<file path="config.mk">
export PLATFORM = sky130hd
export DESIGN_NAME = watch_time_uart_tx_fmt
export DESIGN_NICKNAME = d
export VERILOG_FILES = /design/src/rtl/watch_uart_pkg.sv /design/src/rtl/watch_bin2ascii2.sv /design/src/rtl/watch_time_uart_tx_fmt.sv
export SDC_FILE = /design/constraint.sdc
export NUM_CORES = 1
export LEC_CHECK = 0
export BUFFER_PORTS_ARGS = -buffer_cell sky130_fd_sc_hd__clkbuf_2
export CELL_PAD_IN_SITES_DETAIL_PLACEMENT = 1
export CELL_PAD_IN_SITES_GLOBAL_PLACEMENT = 1
export CORE_ASPECT_RATIO = 0.7
export CORE_MARGIN = 4
export CORE_UTILIZATION = 45
export DETAILED_ROUTE_END_ITERATION = 7
export PLACE_DENSITY = 0.75
export SLEW_MARGIN = 25
export SYNTH_ARGS = -nofsm -noshare
export SYNTH_HDL_FRONTEND = slang
export SYNTH_HIERARCHICAL = 1
export SYNTH_SLANG_ARGS = --single-unit
</file>
<file path="constraint.sdc">
create_clock -name clk -period 3.9 [get_ports clk]
set_input_delay 0.195 -clock clk [delete_from_list [all_inputs] [get_ports clk]]
set_output_delay 0.195 -clock clk [all_outputs]
set_load 0.1 [all_outputs]
</file>
<file path="src/rtl/watch_uart_pkg.sv">
// Shared constants for the watch UART transmit path: ASCII codes,
// formatter state encoding, frame lengths and time-field limits.
package watch_uart_pkg;

    localparam logic [7:0] ASCII_ZERO = 8'h30;
    localparam logic [7:0] ASCII_DASH = 8'h2D;
    localparam logic [7:0] ASCII_CR   = 8'h0D;
    localparam logic [7:0] ASCII_LF   = 8'h0A;

    localparam logic [2:0] ST_IDLE     = 3'd0;
    localparam logic [2:0] ST_SEND     = 3'd1;
    localparam logic [2:0] ST_WAIT_ACK = 3'd2;
    localparam logic [2:0] ST_WAIT_TX  = 3'd3;
    localparam logic [2:0] ST_DONE     = 3'd4;

    typedef enum logic [2:0] {
        IDLE     = ST_IDLE,
        SEND     = ST_SEND,
        WAIT_ACK = ST_WAIT_ACK,
        WAIT_TX  = ST_WAIT_TX,
        DONE     = ST_DONE
    } fmt_state_t;

    localparam int FRAME_LEN_SHORT = 11;
    localparam int FRAME_LEN_CRLF  = 13;

    localparam logic [6:0] HOUR_MAX = 7'd23;
    localparam logic [6:0] MIN_MAX  = 7'd59;
    localparam logic [6:0] SEC_MAX  = 7'd59;
    localparam logic [6:0] CS_MAX   = 7'd99;

    function automatic logic [7:0] ascii_digit(input logic [6:0] d);
        return ASCII_ZERO + {1'b0, d};
    endfunction

endpackage

</file>
<file path="src/rtl/watch_bin2ascii2.sv">
// Two-digit decimal to ASCII converter; a value above max_val
// is rendered as "--" so a corrupt field is visible on the wire.
module watch_bin2ascii2
    import watch_uart_pkg::*;
(
    input  logic [6:0] value,
    input  logic [6:0] max_val,
    output logic [7:0] tens,
    output logic [7:0] ones
);

    logic [6:0] quo;
    logic [6:0] rem;

    always_comb begin
        quo = value / 7'd10;
        rem = value % 7'd10;
        if (value > max_val) begin
            tens = ASCII_DASH;
            ones = ASCII_DASH;
        end else begin
            tens = ascii_digit(quo);
            ones = ascii_digit(rem);
        end
    end

endmodule

</file>
<file path="src/rtl/watch_time_uart_tx_fmt.sv">
// Formats a time snapshot as "HH:MM:SS.CC[\r\n]" into the UART TX.
// Optional WATCH_TX_AUTO_REPORT_EN: send a frame on every i_sec change.
module watch_time_uart_tx_fmt
    import watch_uart_pkg::*;
#(
    parameter logic [7:0] SEP_HMS   = 8'h3A,
    parameter logic [7:0] SEP_CS    = 8'h2E,
    parameter bit         SEND_CRLF = 1'b1
) (
    input  logic       clk,
    input  logic       rst,
    input  logic       i_send,
    input  logic [6:0] i_msec,
    input  logic [5:0] i_sec,
    input  logic [5:0] i_min,
    input  logic [4:0] i_hour,
    input  logic       i_tx_busy,
    output logic       o_tx_start,
    output logic [7:0] o_tx_data,
    output logic       o_busy,
    output logic       o_done
);

    localparam int FRAME_LEN = SEND_CRLF ? FRAME_LEN_CRLF
                                         : FRAME_LEN_SHORT;
    localparam logic [3:0] LAST_IDX = 4'(FRAME_LEN - 1);

    fmt_state_t state_q, state_d;
    logic [3:0] idx_q, idx_d;
    logic       pending_q, pending_d;
    logic       snap_load;
    logic       load_byte;
    logic       req;

    logic [4:0] snap_hour;
    logic [5:0] snap_min;
    logic [5:0] snap_sec;
    logic [6:0] snap_cs;

    logic       tx_start_q;
    logic [7:0] tx_data_q;
    logic [7:0] cur_byte;

    logic [7:0] h_t, h_o, m_t, m_o, s_t, s_o, c_t, c_o;

`ifdef WATCH_TX_AUTO_REPORT_EN
    logic [5:0] sec_hist_q;

    always_ff @(posedge clk or posedge rst) begin
        if (rst) sec_hist_q <= '0;
        else     sec_hist_q <= i_sec;
    end

    assign req = i_send | (i_sec != sec_hist_q);
`else
    assign req = i_send;
`endif

    watch_bin2ascii2 u_hour (
        .value   ({2'b00, snap_hour}),
        .max_val (HOUR_MAX),
        .tens    (h_t),
        .ones    (h_o)
    );

    watch_bin2ascii2 u_min (
        .value   ({1'b0, snap_min}),
        .max_val (MIN_MAX),
        .tens    (m_t),
        .ones    (m_o)
    );

    watch_bin2ascii2 u_sec (
        .value   ({1'b0, snap_sec}),
        .max_val (SEC_MAX),
        .tens    (s_t),
        .ones    (s_o)
    );

    watch_bin2ascii2 u_cs (
        .value   (snap_cs),
        .max_val (CS_MAX),
        .tens    (c_t),
        .ones    (c_o)
    );

    always_comb begin
        cur_byte = '0;
        case (idx_q)
            4'd0:    cur_byte = h_t;
            4'd1:    cur_byte = h_o;
            4'd2:    cur_byte = SEP_HMS;
            4'd3:    cur_byte = m_t;
            4'd4:    cur_byte = m_o;
            4'd5:    cur_byte = SEP_HMS;
            4'd6:    cur_byte = s_t;
            4'd7:    cur_byte = s_o;
            4'd8:    cur_byte = SEP_CS;
            4'd9:    cur_byte = c_t;
            4'd10:   cur_byte = c_o;
            4'd11:   cur_byte = ASCII_CR;
            4'd12:   cur_byte = ASCII_LF;
            default: cur_byte = '0;
        endcase
    end

    // Requests arriving mid-frame collapse into one pending slot.
    always_comb begin
        state_d   = state_q;
        idx_d     = idx_q;
        pending_d = pending_q;
        snap_load = 1'b0;
        load_byte = 1'b0;
        case (state_q)
            IDLE: begin
                if (req || pending_q) begin
                    snap_load = 1'b1;
                    idx_d     = '0;
                    pending_d = 1'b0;
                    state_d   = SEND;
                end
            end
            SEND: begin
                pending_d = pending_q | req;
                if (!i_tx_busy) begin
                    load_byte = 1'b1;
                    state_d   = WAIT_ACK;
                end
            end
            WAIT_ACK: begin
                pending_d = pending_q | req;
                if (i_tx_busy) state_d = WAIT_TX;
            end
            WAIT_TX: begin
                pending_d = pending_q | req;
                if (!i_tx_busy) begin
                    if (idx_q == LAST_IDX) begin
                        state_d = DONE;
                    end else begin
                        idx_d   = idx_q + 4'd1;
                        state_d = SEND;
                    end
                end
            end
            DONE: begin
                if (pending_q) begin
                    pending_d = 1'b0;
                    snap_load = 1'b1;
                    idx_d     = '0;
                    state_d   = SEND;
                end else begin
                    pending_d = req;
                    state_d   = IDLE;
                end
            end
            default: state_d = IDLE;
        endcase
    end

    always_ff @(posedge clk or posedge rst) begin
        if (rst) begin
            state_q    <= IDLE;
            idx_q      <= '0;
            pending_q  <= 1'b0;
            snap_hour  <= '0;
            snap_min   <= '0;
            snap_sec   <= '0;
            snap_cs    <= '0;
            tx_start_q <= 1'b0;
            tx_data_q  <= '0;
        end else begin
            state_q    <= state_d;
            idx_q      <= idx_d;
            pending_q  <= pending_d;
            tx_start_q <= load_byte;
            if (load_byte) tx_data_q <= cur_byte;
            if (snap_load) begin
                snap_hour <= i_hour;
                snap_min  <= i_min;
                snap_sec  <= i_sec;
                snap_cs   <= i_msec;
            end
        end
    end

    assign o_tx_start = tx_start_q;
    assign o_tx_data  = tx_data_q;
    assign o_busy     = (state_q != IDLE);
    assign o_done     = (state_q == DONE);

endmodule

</file>
; ---- Yosys cells after proc, flatten, opt, wreduce, memory -nomap -nowiden
; Cells that the tools add are included.
[totals]
register_bits = 41
in_bits = 28
out_inout_bits = 11
wordCells = 93
[op_classes]
add_sub_neg = 9
n_div = 8
n_lt_le_gt_ge = 4
n_eq_ne = 22
muxes = 29
bitwise = 1
reduce_logical = 11
[ops]
columns = op, count
row1 = $pmux 8 s12, 1
row2 = $add 6x7->8 const A, 8
row3 = $mux 8, 8
row4 = $eq 4x4->1 const B, 5
row5 = $eq 4x3->1 const B, 4
row6 = $mux 4, 4
row7 = $mux 3, 5
row8 = $pmux 3 s5, 1
row9 = $div 6x4->7 const B, 2
row10 = $mod 6x4->7 const B, 2
row11 = $gt 6x6->1 const B, 2
row12 = $pmux 4 s3, 1
row13 = $ne 2x2->1 const B, 5
row14 = $reduce_bool 3->1, 3
row15 = $eq 4x2->1 const B, 2
row16 = $div 5x4->7 const B, 1
row17 = $div 7x4->7 const B, 1
row18 = $gt 7x7->1 const B, 1
row19 = $mod 5x4->7 const B, 1
row20 = $mod 7x4->7 const B, 1
row21 = $mux 1, 7
row22 = $eq 3x2->1 const B, 2
row23 = $gt 5x5->1 const B, 1
row24 = $reduce_and 5->1, 1
row25 = 15 further kinds, 15

; ---- Logic depth before layout (Yosys ltp)
; Gate-level depths: netlist of the first run.
[depth]
ltp_word = 4
depth_mapped = 15
mapped_depth_nobuf = 14

; ---- Hierarchy
; The synthesis of the first run kept the hierarchy.
[modules_own_cells]
columns = mod, n_inst, cells_each, area_per_inst_um2, seq_area_each_um2
row1 = watch_bin2ascii2, 4, 126, 878.3, 0.0
row2 = watch_time_uart_tx_fmt, 1, 221, 2270.9, 1026.0

; ---- Worst setup path before layout of the first run
; Ideal clock, no wire load.
[synth_timing]
path_type = register -> register
from = register snap_cs[5]
to = register tx_data_q[2] (netlist: o_tx_data[2])
setup_time_ps = 72
t_arrival_ps = 2998
t_required_ps = 3828
setup_slack_ps = 830
stages_incl_launch_ff = 16
n_path_buf = 1
period_less_slack_ps = 3070
cell_sequence = dfrtp_1 buf_4 or3b_1 a31oi_2 a211oi_4 ha_1 or4b_1 o21ai_1 a31o_1 a211oi_2 and3_1 o21ai_1 a22oi_1 a311oi_1 a211oi_1 nor2_1
[synth_via]
elab_chain_cells = 4
word_cells_on_any_way = 8
cone_classes = 2 x add/sub / 2 x div / 1 x order compare / 3 x mux
[synth_lines]
columns = item, line_no
row1 = "start, declared", watch_time_uart_tx_fmt.sv:38  ; logic [6:0] snap_cs;
row2 = "start signal, assigned", watch_time_uart_tx_fmt.sv:181  ; snap_cs <= i_msec;
row3 = $mod 7x4->7, watch_bin2ascii2.sv:17  ; rem = value % 7'd10;
row4 = $add 6x7->8, watch_uart_pkg.sv:33  ; return ASCII_ZERO + {1'b0, d};
row5 = $mux 8 (*), watch_bin2ascii2.sv:18  ; if (value > max_val) begin
row6 = named net c_o[2], watch_time_uart_tx_fmt.sv:44  ; logic [7:0] h_t, h_o, m_t, m_o, s_t, s_o, c_t, c_o;
row7 = $pmux 8 s12 (*), watch_time_uart_tx_fmt.sv:89  ; case (idx_q)
row8 = "end signal, assigned", watch_time_uart_tx_fmt.sv:176  ; if (load_byte) tx_data_q <= cur_byte;
row9 = "end, declared", watch_time_uart_tx_fmt.sv:41  ; logic [7:0] tx_data_q;
; The timed path passes the listed nets; every way through them passes the cells marked *.
; A chain may end at the register's enable or synchronous reset.

; ---- Worst setup path after layout of the first run
[layout_timing]
from = register snap_cs[3]
to = register tx_data_q[2] (netlist: o_tx_data[2])
; The elaborated chain is that of the path after synthesis.

==> flow_summary_export.csv, run 1 <==
group,metric,value,unit
worst_hold_path,hold_class,"in -> async",
clock_tree,ctsResizeCount,0,
cells_and_area,final_common_cell,"conb_1",
floorplan,core-area,12500,sq um
setup_path,crit_family,"compound AO/OA/AOI/OAI gates",
clock_tree,root_buffer,"clkbuf_16",
job,maxCapViolCount,0,
clock_tree,hold_buffers,0,
logic_synthesis,synth-edff-count,0,
pwr,ir_worst_vdd,380,uV
pwr,power_density,928,nW/um^2
logic_synthesis,synthesis.area,5780,sq um
clock_tree,clk_pin_slew_worst_paths,0.06,ns
logic_synthesis,synth_seq_cells,41,
setup_path,cp_slowest_cell,"dfrtp_1",
route,drc_errors,0,
floorplan,die_h,103,um
placement,globalplace.congestion,0.942,
timing,fin_tns_setup,0,ns
global_route,grt_pass1_vias,5877,
floorplan,start_util,46.2,%
floorplan,die_width,144,um
setup_path,path_cells,"nand2b_2 -> xnor2_1 -> a211oi_4 -> ha_1 -> or4b_1 -> o21ai_1 -> a31o_1 -> a211oi_2 -> and3_1 -> o21ai_1 -> a22oi_1 -> a311oi_1 -> a211oi_1 -> nor2_1",
cells_and_area,final_nets,852,
setup_path,required,4.07,ns
logic_synthesis,yosysSeqAreaShare,17.7,%
timing,finalSetupViolCount,0,
setup_path,cpPeakStageDelay,0.48,ns
clock_tree,cts_setup_buffers,0,
global_route,grt_use_total,23.4,%
placement,dp_hpwl,12600,um
logic_synthesis,avgSynthCellArea,7.98,sq um
cells_and_area,ff_latch_area,1030,sq um
cells_and_area,area_delta_synth_final,9.08,%
outcome,status,"completed",
global_route,antenna_found_initial,0,
timing,drv_slew,0,
floorplan,pin_count,39,
timing,finalCritPeriodShare,90.0,%
setup_path,endpoint_kind,"flop",
clock_tree,clk_path_buf_depth,2,
timing,worstMarginPinSlew,0.890,ns
clock_tree,worstSkewPairLatency,0.29,ns
setup_path,worst_path_most_repeated_cell,"o21ai_1",
timing,final.min_clock_period,3.51,ns
logic_synthesis,synth_flop_cell,"dfrtp_1",
global_route,grt_max_degree,42,
placement,port-buffer-count,38,
timing,hold_viol,0,
timing,slew-limit-headroom,40.6,%
cells_and_area,drive_above_1_share,16.2,%
route,drt-wirelength-per-cell,17.6,um
setup_path,ff2ff_setup_slack,0.39,ns
route,drt_pass1_iterations,5,
global_route,grt_overflow_total,0,
clock_tree,cts_tree,"done",
pwr,power.total,5860,uW
clock_tree,htree_levels,2,
setup_path,arrival,3.68,ns
route,ant_nets,0,
global_route,grt_pass1_wl,28700,um
timing,clock_skew,0.00877,ns
route,routed_wl,16800,um
timing,max_freq,285,MHz
setup_path,cp_num_buf_inv,0,
logic_synthesis,synthCells,725,
floorplan,core.rowCount,34,
setup_path,worst-path-max-fanout,9,
setup_path,start_kind,"flop",
floorplan,die_area,14800,sq um
logic_synthesis,yosysUniqueCellTypes,67,
clock_tree,cts.sinks,41,
logic_synthesis,ys_warn_count,6,
cells_and_area,diodes,0,
cells_and_area,fillerInstances,1600,
logic_synthesis,synth-async-reset-ratio,100,%
cells_and_area,layout_common_cells,"conb_1 (81), inv_1 (62), nand2_1 (48)",
route,vias_per_cell,5.84,
route,via_count,5552,
route,drtIter0Drc,284,
timing,rsz0062_at_grt,"false",
pwr,p_leak,0.00280,uW
cells_and_area,multiInputGateArea,4320,sq um
setup_path,critPathKind,"reg -> reg",
clock_tree,cts_buffers,5,
==> through the flow <==
| step | util, % | hold WS [ns] | std cells | worst slack [ns] | area [sq um] |
|---|---|---|---|---|---|
| floorplan | - | 0.346 | 796 | 0.830 | 6050 |
| global placement | 49.0 | 0.344 | 943 | 0.583 | 6130 |
| detailed placement | 49.0 | 0.365 | 943 | 0.440 | 6130 |
| CTS | 50.4 | 0.0591 | 951 | 0.400 | 6310 |
| global route | 50.5 | 0.0877 | 951 | 0.167 | 6310 |
| finish | 50.5 | 0.0293 | 951 | 0.390 | 6310 |
==> cells by family after synthesis <==
group | count (synthesis) | share of synthesized area [%]
other cells | 10 | 0.649
compound gates | 226 | 29.7
xor+xnor | 17 | 3.09
simple gates | 228 | 23.1
mux | 30 | 5.71
fa+ha+maj | 36 | 7.79
buf+inv | 137 | 12.3
flops | 41 | 17.7
==> cells in the mapped netlist (5+ instances only) <==
library cell | instances | area share [%]
and2_1 | 5 | 0.54
o41ai_1 | 6 | 0.91
nand4bb_1 | 8 | 1.6
a31oi_1 | 6 | 0.65
o221ai_1 | 5 | 0.76
a221oi_1 | 10 | 1.5
buf_4 | 28 | 3.6
inv_1 | 63 | 4.1
a22oi_1 | 13 | 1.7
a21oi_1 | 37 | 3.2
o211ai_1 | 18 | 2.3
nand2b_1 | 11 | 1.2
nand2_1 | 48 | 3.1
o21ai_1 | 18 | 1.6
o21ai_0 | 19 | 1.6
ha_1 | 36 | 7.8
a21boi_0 | 5 | 0.65
nor2_1 | 41 | 2.7
nand4_1 | 5 | 0.54
nand3b_1 | 21 | 2.7
xnor2_1 | 12 | 1.8
buf_1 | 6 | 0.39
nand3_1 | 18 | 1.6
nor3_1 | 13 | 1.1
o21a_1 | 8 | 1.0
a21o_1 | 5 | 0.65
nor2b_1 | 19 | 2.1
mux2_2 | 24 | 4.7
conb_1 | 10 | 0.65
clkbuf_1 | 8 | 0.52
buf_6 | 8 | 1.6
buf_2 | 24 | 2.1
a311oi_1 | 8 | 1.2
or4b_1 | 5 | 0.87
mux2i_1 | 6 | 1.0
a211oi_1 | 14 | 1.8
dfrtp_1 | 41 | 18
a22o_1 | 6 | 0.91
a211o_1 | 5 | 0.76
==> flip-flops by register name (all words and copies together) (netlist names) <==
signal      count
state_q         3
pending_q       1
snap_min        6
o_tx_data       8
idx_q           4
snap_sec        6
snap_cs         7
o_tx_start      1
snap_hour       5
==> final timing paths <==
kind	depth (start not counted)	startpoint	endpoint
setup / recovery	14	snap_cs[3]	o_tx_data[2]
hold / removal	3	rst	snap_sec[0]
setup reg to reg	14	snap_cs[3]	o_tx_data[2]
hold reg to reg	2	o_tx_data[6]	o_tx_data[6]
max in group asynchronous	3	rst	idx_q[2]
min in group clk	2	i_hour[4]	snap_hour[4]
==> where the power goes <==
| group | internal [uW] | switching (uW) | total (uW) |
|---|---|---|---|
| sequential | 619 | 343 | 961 |
| clock | 320 | 186 | 506 |
| combinational | 1740 | 2640 | 4390 |
| total | 2680 | 3170 | 5860 |
==> routing by layer <==
layer	part of all wire [%]	vias to the layer above	track usage, %
met5	0	-	0
met4	1.1	0	4.49
met3	3.1	22	2.97
met2	48	105	40.1
met1	48	2738	32.2
li1	-	2687	-
==> area by class of cell <==
type                       count  area share (%)
multi-input combinational    618            68.5
sequential                    41            16.3
timing repair buffer          59            5.51
inverter                      63            3.75
tap                          162            3.21
clock buffer                   6            2.20
clock inverter                 2           0.595
==> worst register-to-register path, cell delays in order (launching register included) <==
cell	delay (ns)
dfrtp_1	0.48
nand2b_2	0.27
xnor2_1	0.19
a211oi_4	0.34
ha_1	0.37
or4b_1	0.17
o21ai_1	0.07
a31o_1	0.20
a211oi_2	0.36
and3_1	0.21
o21ai_1	0.07
a22oi_1	0.21
a311oi_1	0.13
a211oi_1	0.26
nor2_1	0.06
Note: power is estimated with default switching activity, not from simulation.
==> run 2: changes to the inputs <==
ABC_AREA = 1   (was not set)
CORE_UTILIZATION = 44   (was 45)
PLACE_DENSITY = 0.78   (was 0.75)
==> run 2 against run 1 <==
Against the previous run: register-to-register slack better by 0.58 ns; final area down 6.1%; combinational power down 5.0%; core utilization down 0.083 points; synthesized area down 7.7%; non-clock buffer count down 19; clock skew down 0.0026 ns; highest routed layer unchanged.
==> flow_summary_export.csv, run 2 <==
group,metric,value,unit
pwr,ir_worst_vdd,532,uV
clock_tree,clk_pin_slew_worst_paths,0.06,ns
global_route,grt_use_total,22.7,%
timing,worstMarginPinSlew,0.930,ns
logic_synthesis,yosys-top-cells-count,"nand2_1 (207), inv_1 (130), nand3_1 (81)",
timing,slew-limit-headroom,37.8,%
cells_and_area,final_common_cell,"nand2_1",
timing,hold_viol,0,
logic_synthesis,synthesis.area,5340,sq um
setup_path,cpPeakStageDelay,0.54,ns
clock_tree,worstSkewPairLatency,0.29,ns
setup_path,endpoint_kind,"flop",
timing,worst_slack,0.973,ns
placement,post-place-ws,1.06,ns
placement,globalplace.congestion,0.855,
setup_path,required,4.09,ns
clock_tree,cts_tree,"done",
clock_tree,cts.sinks,41,
clock_tree,clk_path_buf_depth,2,
cells_and_area,diodes,0,
logic_synthesis,synthTopCellsByArea,"dfrtp_1 (19%), nand2_1 (15%), inv_1 (9.1%)",
cells_and_area,largest_reg_flops,8,
logic_synthesis,synthCells,840,
setup_path,critPathKind,"reg -> reg",
floorplan,core.rowCount,33,
route,drc_errors,0,
setup_path,crit_family,"simple AND/OR/NAND/NOR gates",
cells_and_area,fillerInstances,1666,
clock_tree,root_buffer,"clkbuf_16",
clock_tree,htree_levels,2,
logic_synthesis,yosysUniqueCellTypes,36,
timing,fin_tns_setup,0,ns
setup_path,cp_slowest_cell,"dfrtp_1",
clock_tree,cts_setup_buffers,0,
setup_path,r2r-end,"o_tx_data[1]",
cells_and_area,drive_above_1_share,18.3,%
cells_and_area,final_nets,980,
pwr,p_leak,0.00351,uW
global_route,grt_overflow_total,0,
global_route,antenna_found_initial,0,
setup_path,r2r_start,"snap_cs[6]",
floorplan,core-area,11800,sq um
cells_and_area,final_util,50.4,%
logic_synthesis,avgSynthCellArea,6.36,sq um
setup_path,ff2ff_setup_slack,0.97,ns
floorplan,die_h,100,um
logic_synthesis,synth_seq_cells,41,
cells_and_area,fin_cells,1074,
setup_path,path_cells,"nand3_1 -> nand3_1 -> nand2_2 -> nand2_4 -> nand2_1 -> nand3_2 -> nand2_4 -> nand3_2 -> nand2_4 -> ha_1 -> inv_1 -> nand3_2 -> nand2_1 -> nor2_2 -> nor2_1 -> nor2_1 -> nand3_1 -> nand2_1 -> nor2_1 -> nand3_1 -> nand2_1 -> nand2_1",
setup_path,worst_path_most_repeated_cell,"nand2_1",
route,ant_nets,0,
worst_hold_path,hold_class,"in -> async",
route,via_count,5390,
timing,finalCritPeriodShare,75.1,%
floorplan,pin_count,39,
clock_tree,hold_buffers,0,
logic_synthesis,yosysMostFrequentCell,"nand2_1",
setup_path,arrival,3.12,ns
timing,drv_slew,0,
floorplan,start_util,45.4,%
logic_synthesis,synth-async-reset-ratio,100,%
pwr,power_density,941,nW/um^2
setup_path,cp_num_cells,22,
job,maxCapViolCount,0,
route,drt-wirelength-per-cell,14.1,um
setup_path,reg2reg_depth,22,
cells_and_area,layout_common_cells,"nand2_1 (207), inv_1 (129), nand3_1 (81)",
timing,rsz0062_at_grt,"false",
logic_synthesis,synth_flop_cell,"dfrtp_1",
pwr,clockPowerShare,9.9,%
floorplan,die_width,140,um
setup_path,worst-path-max-fanout,8,
logic_synthesis,yosysTopAreaCell,"dfrtp_1",
placement,dp_hpwl,12200,um
placement,dp.cells,1066,
timing,final.min_clock_period,2.93,ns
pwr,p_int,2250,uW
global_route,grt_pass1_wl,26800,um
global_route,grt_max_degree,49,
logic_synthesis,synth_top_area_share,19.2,%
clock_tree,ctsResizeCount,0,
pwr,combPwrFrac,74.9,%
pwr,p_sw,3320,uW
pwr,power.total,5570,uW
pwr,p_seq_share,15.3,%
floorplan,die_area,14000,sq um
timing,finalSetupViolCount,0,
route,routed_wl,15200,um
clock_tree,cts_buffers,5,
outcome,status,"completed",
cells_and_area,area_delta_synth_final,11.0,%
timing,clock_skew,0.00615,ns
route,drt_pass1_iterations,4,
global_route,grt_pass1_vias,5792,
timing,max_freq,342,MHz
route,vias_per_cell,5.02,
placement,port-buffer-count,38,
logic_synthesis,synth-edff-count,0,
setup_path,start_kind,"flop",
logic_synthesis,ys_warn_count,6,
route,drtIter0Drc,219,
logic_synthesis,yosysSeqAreaShare,19.2,%
setup_path,cp_num_buf_inv,1,
pwr,switching_share,59.5,%
## run 2: layout make-up
cell class              count  area (sq um)  share of cell area, %
clock buffers               5           125                   2.11
clock inverters             3          65.1                   1.10
inverters                 157           589                   9.94
multi-input cells         671          3720                   62.8
flip-flops and latches     41          1030                   17.3
well taps                 157           196                   3.31
repair buffers             40           205                   3.46
## run 2: cells by family after synthesis
| kind of cell | Yosys count | share of synthesized area, % |
|---|---|---|
| and+or+nand+nor | 469 | 44.9 |
| buffers and inverters | 191 | 15.7 |
| AOI/OAI and AO/OA | 91 | 10.7 |
| DFF | 41 | 19.2 |
| adders and majority gates | 36 | 8.43 |
| other | 10 | 0.703 |
| xor gates and xnor gates | 2 | 0.328 |
## run 2: stage by stage
step	hold slack, ns	cell area (sq um)
floorplan	0.307	5580
finish	0.00197	5930
global route	0.0613	5930
CTS	0.0264	5930
detailed placement	0.338	5740
global placement	0.344	5740
## run 2: power by group through the flow
| stage | Sequential [uW] | Combinational, uW | Clock, uW |
|---|---|---|---|
| floorplan | 1090 | 3070 | 0 |
| global placement | 840 | 3920 | 0 |
| finish | 850 | 4170 | 550 |
| global route | 893 | 4720 | 583 |
| CTS | 854 | 4160 | 560 |
| detailed placement | 858 | 4100 | 0 |
## run 2: worst max path at each step
stage,slack [ns],from,to
finish,0.97,snap_cs[6],o_tx_data[1]
global route,0.61,snap_cs[6],o_tx_data[1]
CTS,0.99,snap_cs[6],o_tx_data[1]
detailed placement,1.06,snap_sec[2],o_tx_data[1]
global placement,1.15,snap_cs[4],o_tx_data[1]
floorplan,1.57,snap_cs[6],o_tx_data[1]
## run 2: layer usage
layer	track usage (%)	up-vias	wire length, um
met5	0	-	0
met4	3.13	0	116
met3	3.62	12	510
met2	41.2	69	7400
met1	29.5	2579	7140
li1	-	2730	-
## run 2: worst reg2reg max path, delay by kind of cell (launching register included)
family / cells / cell delay [ns]
and+or+nand+nor: 20 / 1.99
DFF: 1 / 0.54
adders and majority gates: 1 / 0.19
buffers and inverters: 1 / 0.10
